<file path="config.mk">
export PLATFORM = sky130hd
export DESIGN_NAME = radix4_seq_multiplier_flat
export DESIGN_NICKNAME = d
export VERILOG_FILES = /design/src/rtl/radix4_seq_multiplier_if.sv /design/src/rtl/radix4_seq_multiplier.sv /design/src/flat_wrapper.sv
export SDC_FILE = /design/constraint.sdc
export NUM_CORES = 1
export LEC_CHECK = 0
export CORE_ASPECT_RATIO = 0.9
export CORE_MARGIN = 2
export CORE_UTILIZATION = 35
export DETAILED_ROUTE_END_ITERATION = 8
export PLACE_DENSITY = 0.53
export SLEW_MARGIN = 20
export SYNTH_ARGS = -nofsm -noshare
export SYNTH_HDL_FRONTEND = slang
export SYNTH_SLANG_ARGS = --single-unit
</file>
<file path="constraint.sdc">
create_clock -name clk -period 7.4 [get_ports clk]
set_input_delay 1.11 -clock clk [delete_from_list [all_inputs] [get_ports clk]]
set_output_delay 1.11 -clock clk [all_outputs]
set_load 0.02 [all_outputs]
</file>
<file path="src/rtl/radix4_seq_multiplier_if.sv">
// Operand/result handshake bundle for radix4_seq_multiplier.
// The master side stages operands and accepts products; the slave side is the multiplier.
interface radix4_seq_multiplier_if #(
    parameter int WIDTH = 11
);
    logic               in_valid;
    logic               in_ready;
    logic [WIDTH-1:0]   a;
    logic [WIDTH-1:0]   b;
    logic               signed_mode;
    logic               out_valid;
    logic               out_ready;
    logic [2*WIDTH-1:0] product;
    logic               busy;

    modport master (
        output in_valid, a, b, signed_mode, out_ready,
        input  in_ready, out_valid, product, busy
    );

    modport slave (
        input  in_valid, a, b, signed_mode, out_ready,
        output in_ready, out_valid, product, busy
    );
endinterface

</file>
<file path="src/rtl/radix4_seq_multiplier.sv">
// Iterative radix-4 Booth multiplier: one 3-bit multiplier window per clock,
// signed or unsigned selected per operation, valid/ready on both sides.
module radix4_seq_multiplier #(
    parameter int WIDTH = 11
) (
    input  logic                   clk,
    input  logic                   rst_n,
    radix4_seq_multiplier_if.slave bus
);
    localparam int NW   = WIDTH / 2 + 1;
    localparam int YW   = 2 * NW + 1;
    localparam int AW   = WIDTH + 2;
    localparam int PPW  = WIDTH + 3;
    localparam int ACCW = 2 * WIDTH + 4;
    localparam int CW   = $clog2(NW);

    typedef enum logic [1:0] {IDLE, BUSY, DONE} state_t;

    state_t             r_state;
    state_t             w_nextState;
    logic [AW-1:0]      r_a;
    logic [YW-1:0]      r_y;
    logic [ACCW-1:0]    r_acc;
    logic [CW-1:0]      r_cnt;
    logic [2*WIDTH-1:0] r_product;

    logic               w_inReady;
    logic               w_outValid;
    logic               w_busy;
    logic               w_accept;
    logic               w_lastWindow;
    logic               w_aSign;
    logic               w_bSign;
    logic               w_carry;
    logic [PPW-1:0]     w_pp;
    logic [ACCW-1:0]    w_term;
    logic [ACCW-1:0]    w_accNext;
    logic [2*NW-1:0]    w_bExt;

    assign w_aSign = bus.signed_mode & bus.a[WIDTH-1];
    assign w_bSign = bus.signed_mode & bus.b[WIDTH-1];
    assign w_bExt  = {{(2*NW-WIDTH){w_bSign}}, bus.b};

    // r_y is shifted right two bits per window, so the current triplet is always r_y[2:0].
    always_comb begin
        w_pp    = '0;
        w_carry = 1'b0;
        case (r_y[2:0])
            3'b001, 3'b010: w_pp = {r_a[AW-1], r_a};
            3'b011:         w_pp = {r_a, 1'b0};
            3'b100: begin
                w_pp    = ~{r_a, 1'b0};
                w_carry = 1'b1;
            end
            3'b101, 3'b110: begin
                w_pp    = ~{r_a[AW-1], r_a};
                w_carry = 1'b1;
            end
            default: ;
        endcase
    end

    assign w_term       = ({{(ACCW-PPW){w_pp[PPW-1]}}, w_pp} + ACCW'(w_carry)) << {r_cnt, 1'b0};
    assign w_accNext    = r_acc + w_term;
    assign w_lastWindow = (r_cnt == CW'(NW - 1));

    always_ff @(posedge clk) begin
        if (!rst_n) begin
            r_state <= IDLE;
        end else begin
            r_state <= w_nextState;
        end
    end

    always_comb begin
        w_nextState = r_state;
        w_inReady   = 1'b0;
        w_outValid  = 1'b0;
        w_busy      = 1'b0;
        case (r_state)
            IDLE: begin
                w_inReady = 1'b1;
                if (bus.in_valid) w_nextState = BUSY;
            end
            BUSY: begin
                w_busy = 1'b1;
                if (w_lastWindow) w_nextState = DONE;
            end
            DONE: begin
                w_outValid = 1'b1;
                if (bus.out_ready) w_nextState = IDLE;
            end
            default: w_nextState = IDLE;
        endcase
    end

    assign w_accept = w_inReady & bus.in_valid;

    always_ff @(posedge clk) begin
        if (!rst_n) begin
            r_a       <= '0;
            r_y       <= '0;
            r_acc     <= '0;
            r_cnt     <= '0;
            r_product <= '0;
        end else if (w_accept) begin
            r_a   <= {{2{w_aSign}}, bus.a};
            r_y   <= {w_bExt, 1'b0};
            r_acc <= '0;
            r_cnt <= '0;
        end else if (w_busy) begin
            r_acc <= w_accNext;
            r_y   <= {2'b00, r_y[YW-1:2]};
            r_cnt <= r_cnt + CW'(1);
            if (w_lastWindow) r_product <= w_accNext[2*WIDTH-1:0];
        end
    end

    assign bus.in_ready  = w_inReady;
    assign bus.out_valid = w_outValid;
    assign bus.busy      = w_busy;
    assign bus.product   = r_product;
endmodule

</file>
<file path="src/flat_wrapper.sv">
// flat-port wrapper written by rule: the top's interface ports become plain ports
module radix4_seq_multiplier_flat 
#(
    parameter int WIDTH = 11
)
  (clk, rst_n, bus_in_valid, bus_a, bus_b, bus_signed_mode, bus_out_ready, bus_in_ready, bus_out_valid, bus_product, bus_busy);
  radix4_seq_multiplier_if #(.WIDTH(WIDTH)) bus_i ();
  input  logic clk;
  input  logic rst_n;
  input wire logic [$bits(bus_i.in_valid)-1:0] bus_in_valid;
  input wire logic [$bits(bus_i.a)-1:0] bus_a;
  input wire logic [$bits(bus_i.b)-1:0] bus_b;
  input wire logic [$bits(bus_i.signed_mode)-1:0] bus_signed_mode;
  input wire logic [$bits(bus_i.out_ready)-1:0] bus_out_ready;
  output wire logic [$bits(bus_i.in_ready)-1:0] bus_in_ready;
  output wire logic [$bits(bus_i.out_valid)-1:0] bus_out_valid;
  output wire logic [$bits(bus_i.product)-1:0] bus_product;
  output wire logic [$bits(bus_i.busy)-1:0] bus_busy;
  assign bus_i.in_valid = bus_in_valid;
  assign bus_i.a = bus_a;
  assign bus_i.b = bus_b;
  assign bus_i.signed_mode = bus_signed_mode;
  assign bus_i.out_ready = bus_out_ready;
  assign bus_in_ready = bus_i.in_ready;
  assign bus_out_valid = bus_i.out_valid;
  assign bus_product = bus_i.product;
  assign bus_busy = bus_i.busy;
  radix4_seq_multiplier #(.WIDTH(WIDTH)) u_core (.clk(clk), .rst_n(rst_n), .bus(bus_i));
endmodule
</file>
==> impl_metrics.csv, run 1 <==
group,metric,value,unit
yosys,synth_area_per_cell,7.74,µm²
cts,cts_tree,"built",
yosys,synthSimpleGateAreaFrac,0.228,
yosys,synth_edf_count,0,
timing,rsz0062_at_grt,"no",
critical_path,cp.required,7.70,ns
floorplan,core,14100,µm²
critical_path,r2r_slack,1.84,ns
critical_path,cpPeakStageDelay,0.69,ns
yosys,ys_seq_area_frac,0.291,
yosys,synthCells,659,
layout,areaGrowthSynthToFinish,16.9,%
critical_path,cp-end-kind,"flop",
cts,h-tree-depth,3,
yosys,synth-async-reset-ratio,0,
floorplan,start_util,0.361,
yosys,yosys.cell_types.count,66,
timing,final.setup.tns,0,ns
route,num_vias,4658,
pwr,p_leak,2.30,nW
critical_path,startpoint,"u_core.r_y[1]",
timing,slew_violations,0,
yosys,synth_top_family_by_area,"compound AO/OA/AOI/OAI gates",
floorplan,dieArea,15600,µm²
critical_path,worstPathMaxFanout,17,
layout,final_nets,731,
layout,multi_input_area,3370,µm²
timing,period_minus_slack,5.56,ns
layout,layout-drive-gt1-share,0.0659,
floorplan,die_x,131,µm
yosys,synth_mux_area_frac,0.0346,
cts,postCtsHoldBufs,0,
critical_path,reg2reg_depth,18,
yosys,synth_xor_area_frac,0.0719,
route,postRouteAntennaNets,0,
yosys,ys_ff_latch,74,
pwr,powerDensity,176,nW/µm²
layout,fin_cells,876,
route,route.detailed.drc,0,
pwr,p_switching,0.318,mW
yosys,yosys_warnings,0,
cts,numCtsBuffers,9,
hold_path,hp-start,"u_core.r_acc[0]",
critical_path,critical_path.endpoint,"u_core.bus.product[20]",
timing,worst_pin_slew,1.02,ns
critical_path,cp.depth,18,
run_status,outcome,"finished clean",
grt,track_usage,0.173,
yosys,synth_top_cell_by_area,"dfxtp_1",
route,vias_per_cell,5.32,
pwr,swShare,0.303,
placed_design,port_buffers,51,
critical_path,crit_path_top_delay_cell,"dfxtp_1",
yosys,synth.most_common_cell,"nand2_1",
placed_design,dp.cells,860,
floorplan,die_h,119,µm
cts,postCtsSetupBuffers,0,
placed_design,dpl.hpwl,9.28,mm
cts,clock_sinks,74,
grt,grt_pass1_wl,22.0,mm
cts,clk_latency,0.36,ns
cts,ctsResizeCount,0,
layout,diodes,0,
cts,clock_path_buffers,2,
timing,finalCritPeriodShare,0.751,
pwr,p_int,0.731,mW
route,post_drt_wl_per_cell,15.0,µm
yosys,synth_adder_area_share,0.0653,
layout,fillers,1438,
grt,grt_max_degree,55,
yosys,yosys-top-cells-area,"dfxtp_1 29%, nand2_1 9.3%, ha_1 6.1%, a21boi_0 6.0%, a21oi_1 4.9%",
pwr,clkPwrFrac,0.398,
hold_path,hp-class,"flop to flop",
yosys,synth_top_area_frac,0.291,
yosys,synth_compound_area_frac,0.260,
yosys,syn-cell-area,5100,µm²
pwr,p_seq_frac,0.410,
grt,antenna_found_initial,0,
critical_path,path_buf_inv,0,
route,firstDrtPassIters,5,
critical_path,r2r_end,"u_core.bus.product[20]",
cts,cts_root_buffer,"clkbuf_16",
placed_design,gp_congestion,0.879,
pwr,peakVddDrop,137,µV
yosys,ys.flop_type,"dfxtp_1",
critical_path,worstPathArrival,5.85,ns
timing,maxSlewHeadroom,0.318,
timing,setup_viol,0,
placed_design,place_area,5680,µm²
timing,skew,0.0103,ns
timing,fmax,180,MHz
layout,register_area,1480,µm²
critical_path,criticalPathCategory,"flop to flop",
hold_path,hold_depth,2,
layout,final_area,5960,µm²
placed_design,place_ws,2.00,ns
grt,grt-ovfl-total,0,
pwr,p_comb_frac,0.192,
route,drt-initial-drc-count,271,
critical_path,reg2reg_from,"u_core.r_y[1]",
cts,clk_pin_slew_worst_paths,0.06,ns
yosys,ys_top_cells_by_count,"127 x nand2_1, 74 x dfxtp_1, 50 x a21oi_1",
floorplan,boundaryPins,52,
route,routed_wl,13.1,mm
critical_path,cp_cell_sequence,"or3b_1 -> o22ai_1 -> o221ai_2 -> nor2_2 -> and3_1 -> or2_2 -> o211ai_1 -> o21ai_0 -> o22ai_1 -> ha_1 -> nand3_1 -> a211oi_1 -> and3b_1 -> o31ai_1 -> a31o_2 -> a31oi_1 -> or4b_2 -> nand3_1",
floorplan,num_rows,41,
flow_run,drv_cap,0,
grt,grt_pass1_vias,4389,
critical_path,critical_path.top_delay_family,"simple AND/OR/NAND/NOR gates",
pwr,total_power,1.05,mW
critical_path,crit_path_start_kind,"flop",
timing,setup_slack,1.84,ns
timing,hold_viol,0,
yosys,syn-num-nets,712,
## per-stage QoR
stage                      util  hold WS [ns]
after global placement    0.403         0.438
after detailed placement  0.403         0.449
final                     0.423         0.461
after CTS                 0.422         0.460
after floorplan               -         0.425
after global routing      0.423         0.485
## kinds of logic (layout without fill, tap and decap cells)
kind of cell             count (synthesis)  after routing
AND/OR/NAND/NOR                        250            250
adder cells (fa/ha/maj)                 26             26
AO/OA/AOI/OAI                          192            192
XOR/XNOR                                41             41
multiplexers                            17             17
buffers and inverters                   59             83
flip-flops                              74             74
## worst min-delay path: stages, from the launching register on
cell	delay, ns
dfxtp_1	0.31
nand2_1	0.05
a21oi_1	0.05
## flip-flops by register name (all words and copies together) (netlist names)
name / flops
u_core.bus.product: 22
u_core.r_y: 13
u_core.r_cnt: 3
u_core.r_acc: 22
u_core.r_state: 2
u_core.r_a: 12
## layout by cell type (no fill, tap or decap), types with 3 or more instances in the layout
master	synthesis	routed
nand3b_1	5	5
inv_1	11	11
o21ai_0	24	24
clkdlybuf4s50_1	0	51
o211ai_1	4	4
o22ai_1	7	7
nor3_1	8	8
a221oi_1	5	5
a211oi_1	8	8
clkbuf_16	0	9
nand2_1	127	126
a22oi_1	10	10
nand2b_1	5	5
xor2_1	14	14
nand4b_1	5	5
nor2b_1	4	4
or2_2	3	3
and3_1	4	4
a211o_1	3	3
clkinv_2	0	3
nand4_1	4	4
xnor2_1	26	26
nor2_1	43	43
a21o_1	13	13
a21boi_0	41	41
nand3_1	22	22
o221ai_1	3	3
dfxtp_1	74	74
a21oi_1	50	50
buf_4	2	5
o21bai_1	4	4
or3b_2	3	3
ha_1	25	25
mux2i_1	12	12
mux2_2	5	5
and2_1	4	4
## routing by layer
layer  track usage  routed length, µm  vias to the layer above  part of all wire
met5             0                  0                        -                 0
met4        0.0605                213                        0             0.016
met3        0.0420                586                       17             0.045
met2         0.263               5620                       84              0.43
met1         0.238               6680                     2191              0.51
li1              -                  -                     2366                 -
## layout make-up
| class | instances | area share |
|---|---|---|
| clock buffers | 10 | 0.0401 |
| clock inverters | 6 | 0.00693 |
| inverters | 11 | 0.00693 |
| multi-input cells | 526 | 0.565 |
| flip-flops and latches | 74 | 0.248 |
| well taps | 193 | 0.0405 |
| repair buffers | 56 | 0.0919 |
## worst min-delay path by stage
stage                              to
CTS                 u_core.r_state[0]
floorplan           u_core.r_state[0]
detailed placement  u_core.r_state[0]
global route          u_core.r_acc[3]
global placement    u_core.r_state[0]
finish                u_core.r_acc[0]
## power groups by stage
stage / logic, mW / clock network (mW) / registers, mW
after floorplan: 0.156 / 0 / 0.428
after global placement: 0.199 / 0 / 0.438
after detailed placement: 0.201 / 0 / 0.439
after CTS: 0.202 / 0.429 / 0.430
after global routing: 0.224 / 0.444 / 0.433
final: 0.201 / 0.418 / 0.430
Note: power is estimated with default switching activity, not from simulation.
==> inputs of run 2 (changes only) <==
--- a/config.mk
+++ b/config.mk
@@ -9,7 +9,7 @@
 export CORE_MARGIN = 2
 export CORE_UTILIZATION = 35
 export DETAILED_ROUTE_END_ITERATION = 8
-export PLACE_DENSITY = 0.53
+export PLACE_DENSITY = 0.54
 export SLEW_MARGIN = 20
 export SYNTH_ARGS = -nofsm -noshare
 export SYNTH_HDL_FRONTEND = slang
==> constraint.sdc (replaced) <==
create_clock -name clk -period 4.85 [get_ports clk]
set_input_delay 0.7275 -clock clk [delete_from_list [all_inputs] [get_ports clk]]
set_output_delay 0.7275 -clock clk [all_outputs]
set_load 0.02 [all_outputs]
==> impl_metrics.csv, run 2 (synthesis results as in run 1) <==
group,metric,value,unit
grt,grt_use_met1,0.262,
placed_design,place_area,6100,µm²
placed_design,dpl.hpwl,10.1,mm
critical_path,r2r_end,"u_core.bus.product[20]",
cts,cts_root_buffer,"clkbuf_16",
timing,fmax,217,MHz
route,firstDrtPassIters,4,
layout,final_common_cell,"nand2_1",
layout,layout-drive-gt1-share,0.172,
timing,finalCritPeriodShare,0.950,
critical_path,reg2reg_from,"u_core.r_y[0]",
critical_path,critical_path.endpoint,"u_core.bus.product[20]",
grt,grt_use_met2,0.290,
hold_path,hp-class,"flop to flop",
timing,period_minus_slack,4.61,ns
route,num_vias,4854,
critical_path,cp-end-kind,"flop",
critical_path,worstPathArrival,4.90,ns
cts,clk_latency,0.35,ns
grt,antenna_found_initial,0,
grt,grt-ovfl-total,0,
floorplan,boundaryPins,52,
timing,slew_violations,0,
flow_run,drv_cap,0,
cts,clk_pin_slew_worst_paths,0.06,ns
critical_path,criticalPathCategory,"flop to flop",
route,route.detailed.drc,0,
cts,numCtsBuffers,9,
layout,layout_common_cells,"127 x nand2_1, 71 x dfxtp_1, 65 x buf_4",
route,post_drt_wl_per_cell,15.2,µm
route,postRouteAntennaNets,0,
floorplan,die_h,119,µm
layout,fin_cells,941,
timing,rsz0062_at_grt,"yes",
timing,setup_slack,0.242,ns
timing,hold_viol,0,
grt,track_usage,0.186,
route,routed_wl,14.3,mm
timing,skew,0.00651,ns
placed_design,dp.cells,916,
timing,final.setup.tns,0,ns
pwr,p_leak,2.71,nW
floorplan,die_x,131,µm
layout,diodes,0,
route,vias_per_cell,5.16,
timing,setup_viol,0,
cts,postCtsHoldBufs,0,
critical_path,crit_path_start_kind,"flop",
critical_path,reg2reg_depth,21,
placed_design,gp_congestion,0.891,
cts,clock_path_buffers,2,
placed_design,place_ws,0.0304,ns
layout,final_nets,796,
grt,grt_pass1_vias,4765,
critical_path,r2r_slack,0.24,ns
cts,cts_tree,"built",
placed_design,port_buffers,51,
grt,busiest_layer,"met2",
critical_path,startpoint,"u_core.r_y[0]",
floorplan,num_rows,41,
pwr,peakVddDrop,246,µV
grt,grt_max_degree,55,
pwr,powerDensity,280,nW/µm²
timing,worst_pin_slew,0.854,ns
cts,clock_sinks,74,
floorplan,start_util,0.361,
floorplan,core,14100,µm²
layout,final_area,6690,µm²
floorplan,dieArea,15600,µm²
run_status,outcome,"finished clean",
timing,maxSlewHeadroom,0.431,
layout,fillers,1403,
critical_path,cp.required,5.14,ns
layout,areaGrowthSynthToFinish,31.2,%
grt,grt_pass1_wl,23.7,mm
cts,h-tree-depth,3,
critical_path,worstPathMaxFanout,9,
route,drt-initial-drc-count,306,
grt,grt_util_met3,0.0382,
==> run 2: cell count changes in the layout (fill, tap and decap cells not counted), sizes merged <==
cell | previous run | this run
bufinv | 0 | 4
inv | 12 | 14
buf | 5 | 68
or3b | 4 | 5
clkinv | 5 | 0
==> run 2: layout make-up <==
class                   count  area [µm²]  share of cell area
well taps                 193         241              0.0361
multi-input cells         527        3490               0.521
flip-flops and latches     74        1490               0.222
clock inverters             7         146              0.0219
clock buffers               9         225              0.0337
repair buffers            120        1060               0.159
inverters                  11        41.3             0.00617
==> run 2: routing by layer <==
layer,part of all wire,up-vias
met3,0.034,7
met4,0.0087,0
met2,0.45,68
met5,0,-
li1,-,2492
met1,0.51,2287
==> run 2: metrics by stage <==
stage	util	hold slack (ns)	total power, mW
floorplan	-	0.425	0.891
detailed placement	0.432	0.453	1.02
global placement	0.432	0.439	1.02
CTS	0.460	0.464	1.87
finish	0.474	0.460	1.87
global route	0.474	0.483	1.96
==> run 2: where the power goes <==
part / leakage (nW) / internal [mW] / total, mW / switching (mW)
clock network: 0.181 / 0.560 / 0.843 / 0.283
logic: 1.92 / 0.174 / 0.384 / 0.210
registers: 0.603 / 0.628 / 0.648 / 0.0201
==> run 2: worst min path at each step <==
stage | from | endpoint | slack, ns | depth (start not counted)
global route | u_core.r_acc[10] | u_core.r_acc[10] | 0.48 | 2
global placement | u_core.r_state[1] | u_core.r_state[0] | 0.44 | 1
CTS | u_core.r_acc[10] | u_core.r_acc[10] | 0.46 | 2
detailed placement | u_core.r_acc[10] | u_core.r_acc[10] | 0.45 | 2
floorplan | u_core.r_state[1] | u_core.r_state[0] | 0.43 | 1
finish | u_core.bus.product[17] | u_core.bus.product[17] | 0.46 | 2
==> run 2: critical path, cell delays in order (launching register included) <==
cell and delay (ns):
dfxtp_2 0.34, buf_6 0.15, buf_4 0.16, and3b_2 0.27, and3_1 0.20, o31ai_1 0.20, buf_4 0.16, nor2_2 0.04
and3_1 0.21, or2_2 0.29, mux2i_2 0.19, mux2i_1 0.14, o22ai_1 0.25, ha_1 0.21, nand3_1 0.11, a211oi_2 0.17
and3b_1 0.23, o31ai_2 0.23, a31o_2 0.20, a31oi_1 0.09, or4b_2 0.63, nand3_1 0.09
==> run 2: what timing repair did <==
| item | in CTS | in global routing |
|---|---|---|
| endpoints found under the hold margin | 0 | 0 |
| setup endpoints to repair | 1 | 14 |
| pin swaps | 0 | 9 |
| gates resized for setup | 2 | 33 |
| cloned | 0 | 2 |
| buffers inserted | 0 | 7 |
==> RTL change 1, RTL diff (settings of run 1) <==
`WIDTH` is set to 11 in 3 places; all go to 13.
--- a/src/rtl/radix4_seq_multiplier_if.sv
+++ b/src/rtl/radix4_seq_multiplier_if.sv
@@ -3,3 +3,3 @@
 interface radix4_seq_multiplier_if #(
-    parameter int WIDTH = 11
+    parameter int WIDTH = 13
 );
--- a/src/rtl/radix4_seq_multiplier.sv
+++ b/src/rtl/radix4_seq_multiplier.sv
@@ -3,3 +3,3 @@
 module radix4_seq_multiplier #(
-    parameter int WIDTH = 11
+    parameter int WIDTH = 13
 ) (
--- a/src/flat_wrapper.sv
+++ b/src/flat_wrapper.sv
@@ -3,3 +3,3 @@
 #(
-    parameter int WIDTH = 11
+    parameter int WIDTH = 13
 )
Interface: changed (resized bus_a, bus_b and bus_product); port bits go from 52 to 60. No check against the original RTL was run, so the function may have changed too.
==> RTL change 1 against run 1 <==
Area after synthesis rose by 18%; sequential cell count increased by 12; fmax shrank 1.3%; count of clock-buffer cells in the layout unchanged; sequential power grew 16%; critical path type unchanged; cell area increased by 17%; via count grew 20%; wire length increased by 26%; largest cell class unchanged; worst setup slack worse by 0.072 ns; synthesized cell count grew 20%; global-route usage rose by 1.3 points; total power rose by 16%.
==> RTL change 1: results (changes against run 1) <==
| Metric | Value |
|---|---|
| Status | `completed (unchanged)` |
| Port Buffers | `59 (was 51)` |
| Largest net degree at the start of global routing | `61 (was 55)` |
| Reg2Reg Setup Slack | `1.77 ns (was 1.84 ns)` |
| Post-synthesis xor/xnor area fraction | `0.0707 (was 0.0719)` |
| Least-Margin Pin Slew | `0.944 ns (was 1.02 ns)` |
| Worst ir drop on vdd | `111 µV (was 137 µV)` |
| CP max FO | `19 (was 17)` |
| Layout Skew | `0.00822 ns (was 0.0103 ns)` |
| Distinct cells, synth | `69 (was 66)` |
| Reg2reg end | `u_core.r_acc[25] (was u_core.bus.product[20])` |
| Adder-Cell Fraction of Synth Area | `0.0636 (was 0.0653)` |
| Worst Reg-to-Reg Cells | `20 (was 18)` |
| Synth cell count leaders | `159 x nand2_1, 86 x dfxtp_1, 65 x a21oi_1 (was 127 x nand2_1, 74 x dfxtp_1, 50 x a21oi_1)` |
| Dpl hpwl | `12.0 mm (was 9.28 mm)` |
| Share of cells above drive strength 1 | `0.0599 (was 0.0659)` |
| Sequential fraction of the synthesis area | `0.286 (was 0.291)` |
| Vias in the first global route | `5258 (was 4389)` |
| Slowest CP cell | `or3b_1 (was dfxtp_1)` |
| GR Util All Layers | `0.186 (was 0.173)` |
| Fin nets | `875 (was 731)` |
| Max stage delay on crit path | `0.74 ns (was 0.69 ns)` |
| P_sw | `374 µW (was 318 µW)` |
| Leak Pwr | `2.59 nW (was 2.30 nW)` |
| Post-synthesis mux area share | `0.0343 (was 0.0346)` |
| Via/cell ratio | `5.41 (was 5.32)` |
| Data arrival time of the worst path | `5.91 ns (was 5.85 ns)` |
| Post-synthesis compound-gate area fraction | `0.273 (was 0.260)` |
| Initial drt markers | `317 (was 271)` |
==> RTL change 1: metrics by stage <==
step / cell area [µm²] / total power, mW / instances
6_report: 7000 / 1.22 / 1029
5_1_grt: 7000 / 1.29 / 1029
4_1_cts: 7000 / 1.24 / 1029
3_5_place_dp: 6710 / 0.773 / 1014
3_3_place_gp: 6710 / 0.771 / 1014
2_1_floorplan: 6020 / 0.699 / 789
==> RTL change 1: worst max path at each step <==
stage	slack (ns)	endpoint	start	depth (start not counted)
2_1_floorplan	2.59	u_core.r_acc[25]	u_core.r_y[2]	24
3_3_place_gp	2.02	u_core.bus.product[20]	u_core.r_y[0]	17
3_5_place_dp	1.83	u_core.r_acc[25]	u_core.r_y[0]	20
4_1_cts	1.80	u_core.r_acc[25]	u_core.r_y[0]	20
5_1_grt	1.24	u_core.bus.product[15]	u_core.r_y[0]	19
6_report	1.77	u_core.r_acc[25]	u_core.r_y[0]	20
==> RTL change 1: metal layers <==
metal,track usage,routed length (µm)
met2,0.292,7310
met5,0,0
met3,0.0328,681
met1,0.263,8290
met4,0.0512,238
==> RTL change 1: cells by family (layout without fill, tap and decap cells) <==
family | after synthesis | count (layout)
muxes | 20 | 20
and+or+nand+nor | 296 | 296
buffers and inverters | 69 | 98
DFF | 86 | 86
AOI/OAI and AO/OA | 242 | 242
xor gates and xnor gates | 46 | 46
adders and majority gates | 30 | 30
==> RTL change 1: area by class of cell <==
class                           instances  area share
Multi-Input combinational cell        634       0.574
Sequential cell                        86       0.246
Timing Repair Buffer                   67      0.0923
Tap cell                              211      0.0377
Clock buffer                           10      0.0327
Clock inverter                          5     0.00876
Inverter                               16     0.00858
==> RTL change 1: power groups by stage <==
stage	Clock, mW	Sequential (mW)	Combinational, mW
after floorplan	0	0.497	0.202
after CTS	0.473	0.500	0.265
after global placement	0	0.510	0.261
final	0.457	0.500	0.265
after detailed placement	0	0.511	0.263
after global routing	0.488	0.503	0.294
==> RTL change 1: critical path, delay by kind of cell (launching register included) <==
family          cells  cell delay, ns
simple gates        5            1.75
fa+ha+maj           2            0.58
xor+xnor            1            0.12
compound gates      8            1.78
flops               1            0.48
mux                 4            0.83
==> RTL change 2, RTL diff (flow settings as in run 1) <==
Made on the original files. Make the reset (`rst_n`) asynchronous in 2 clocked blocks.
--- a/src/rtl/radix4_seq_multiplier.sv
+++ b/src/rtl/radix4_seq_multiplier.sv
@@ -66,3 +66,3 @@
 
-    always_ff @(posedge clk) begin
+    always_ff @(posedge clk or negedge rst_n) begin
         if (!rst_n) begin
@@ -98,3 +98,3 @@
 
-    always_ff @(posedge clk) begin
+    always_ff @(posedge clk or negedge rst_n) begin
         if (!rst_n) begin
Check against the original RTL: differs if rst_n is asserted again (counterexample within 4 cycles, from zero or initial values and one cycle with rst_n low); with rst_n held inactive, the same outputs for 4 cycles.
==> RTL change 2 against run 1 <==
First-iteration DRC count increased by 6.6%; cell area increased by 3.6%; global-route usage increased by 0.73 points; worst setup slack got worse by 0.14 ns; area after synthesis increased by 3.1%; sequential cell count unchanged; wire length increased by 2.5%; sequential share of layout area increased by 5.1 points.
Power is left out: the tool's default activity adds up to more than one toggle a clock period on the data nets, which glitch-free logic cannot reach.
==> RTL change 2: results (changes against run 1) <==
| Metric | Value |
|---|---|
| Reg2Reg Setup Slack | `1.70 ns (was 1.84 ns)` |
| Relative slew slack | `0.327 (was 0.318)` |
| Placed Cells | `842 (was 860)` |
| Final clock-cell share | `0.0496 (was 0.0470)` |
| Distinct cells, synth | `68 (was 66)` |
| Met2 wire len | `5.88 mm (was 5.62 mm)` |
| Family with the most delay on the worst path | `compound AO/OA/AOI/OAI gates (was simple AND/OR/NAND/NOR gates)` |
| Data arrival time of the worst path | `5.97 ns (was 5.85 ns)` |
| Comb_multi_in | `503 (was 526)` |
| Post-Layout Cell Count | `858 (was 876)` |
| Fin nets | `708 (was 731)` |
| Wire length per cell | `15.7 µm (was 15.0 µm)` |
| Initial drt markers | `289 (was 271)` |
| Hold_sp | `u_core.r_y[4] (was u_core.r_acc[0])` |
| Syn avg cell area | `8.35 µm² (was 7.74 µm²)` |
| Post-Place Worst Slack | `1.58 ns (was 2.00 ns)` |
| Status | `completed (unchanged)` |
| Worst hold slack | `0.477 ns (was 0.461 ns)` |
| Largest net degree at the start of global routing | `75 (was 55)` |
| Hold path endpoint | `u_core.r_y[4] (was u_core.r_acc[0])` |
| Largest cells by area after synthesis | `dfrtp_1 35%, nand2_1 8.9%, o21ai_0 6.9% (was dfxtp_1 29%, nand2_1 9.3%, ha_1 6.1%)` |
| Post-synthesis xor/xnor area fraction | `0.0748 (was 0.0719)` |
| Non-CTS buffers | `54 (was 56)` |
| CP max FO | `22 (was 17)` |
| GR Util All Layers | `0.180 (was 0.173)` |
| Multi-input logic portion of the cell area | `0.517 (was 0.565)` |
| Layout Skew | `0.00763 ns (was 0.0103 ns)` |
| FF-to-FF Start | `u_core.r_y[1] (unchanged)` |
| Vias in the first global route | `4390 (was 4389)` |
| Clock buf count | `13 (was 10)` |
| Placer congestion estimate | `0.866 (was 0.879)` |
| Ys async rst share | `1.00 (was 0)` |
| GR Util met3 | `0.0465 (was 0.0420)` |
| Met2 usage | `0.269 (was 0.263)` |
RTL change 2: cell types whose count changed in the layout (fill, tap and decap cells not counted), sizes merged, moves of 8 or more:
cell    before  now
a21boi      41    3
nor2        44   34
o21ai       25   73
dfrtp        0   74
dfxtp       74    0
a21oi       50   36
xor2        14   22
RTL change 2: worst register-to-register path: stages, from the launching register on:
cell,delay (ns)
dfrtp_1,0.82
xor2_1,0.49
a221oi_1,0.30
or2_2,0.42
o41ai_1,0.72
o21ai_0,0.26
mux2_2,0.32
nor2_1,0.08
a21oi_1,0.06
ha_1,0.41
a21o_1,0.22
a2111oi_0,0.40
a22oi_1,0.11
o21ai_0,0.15
o21a_1,0.21
o21a_1,0.17
o21ai_0,0.12
and2_1,0.20
o211ai_2,0.15
RTL change 2: kinds of logic (layout without fill, tap and decap cells):
family          after synthesis  after routing
flops                        74             74
compound gates              190            190
simple gates                227            227
mux                          16             16
buf+inv                      52             83
xor+xnor                     44             44
fa+ha+maj                    26             26
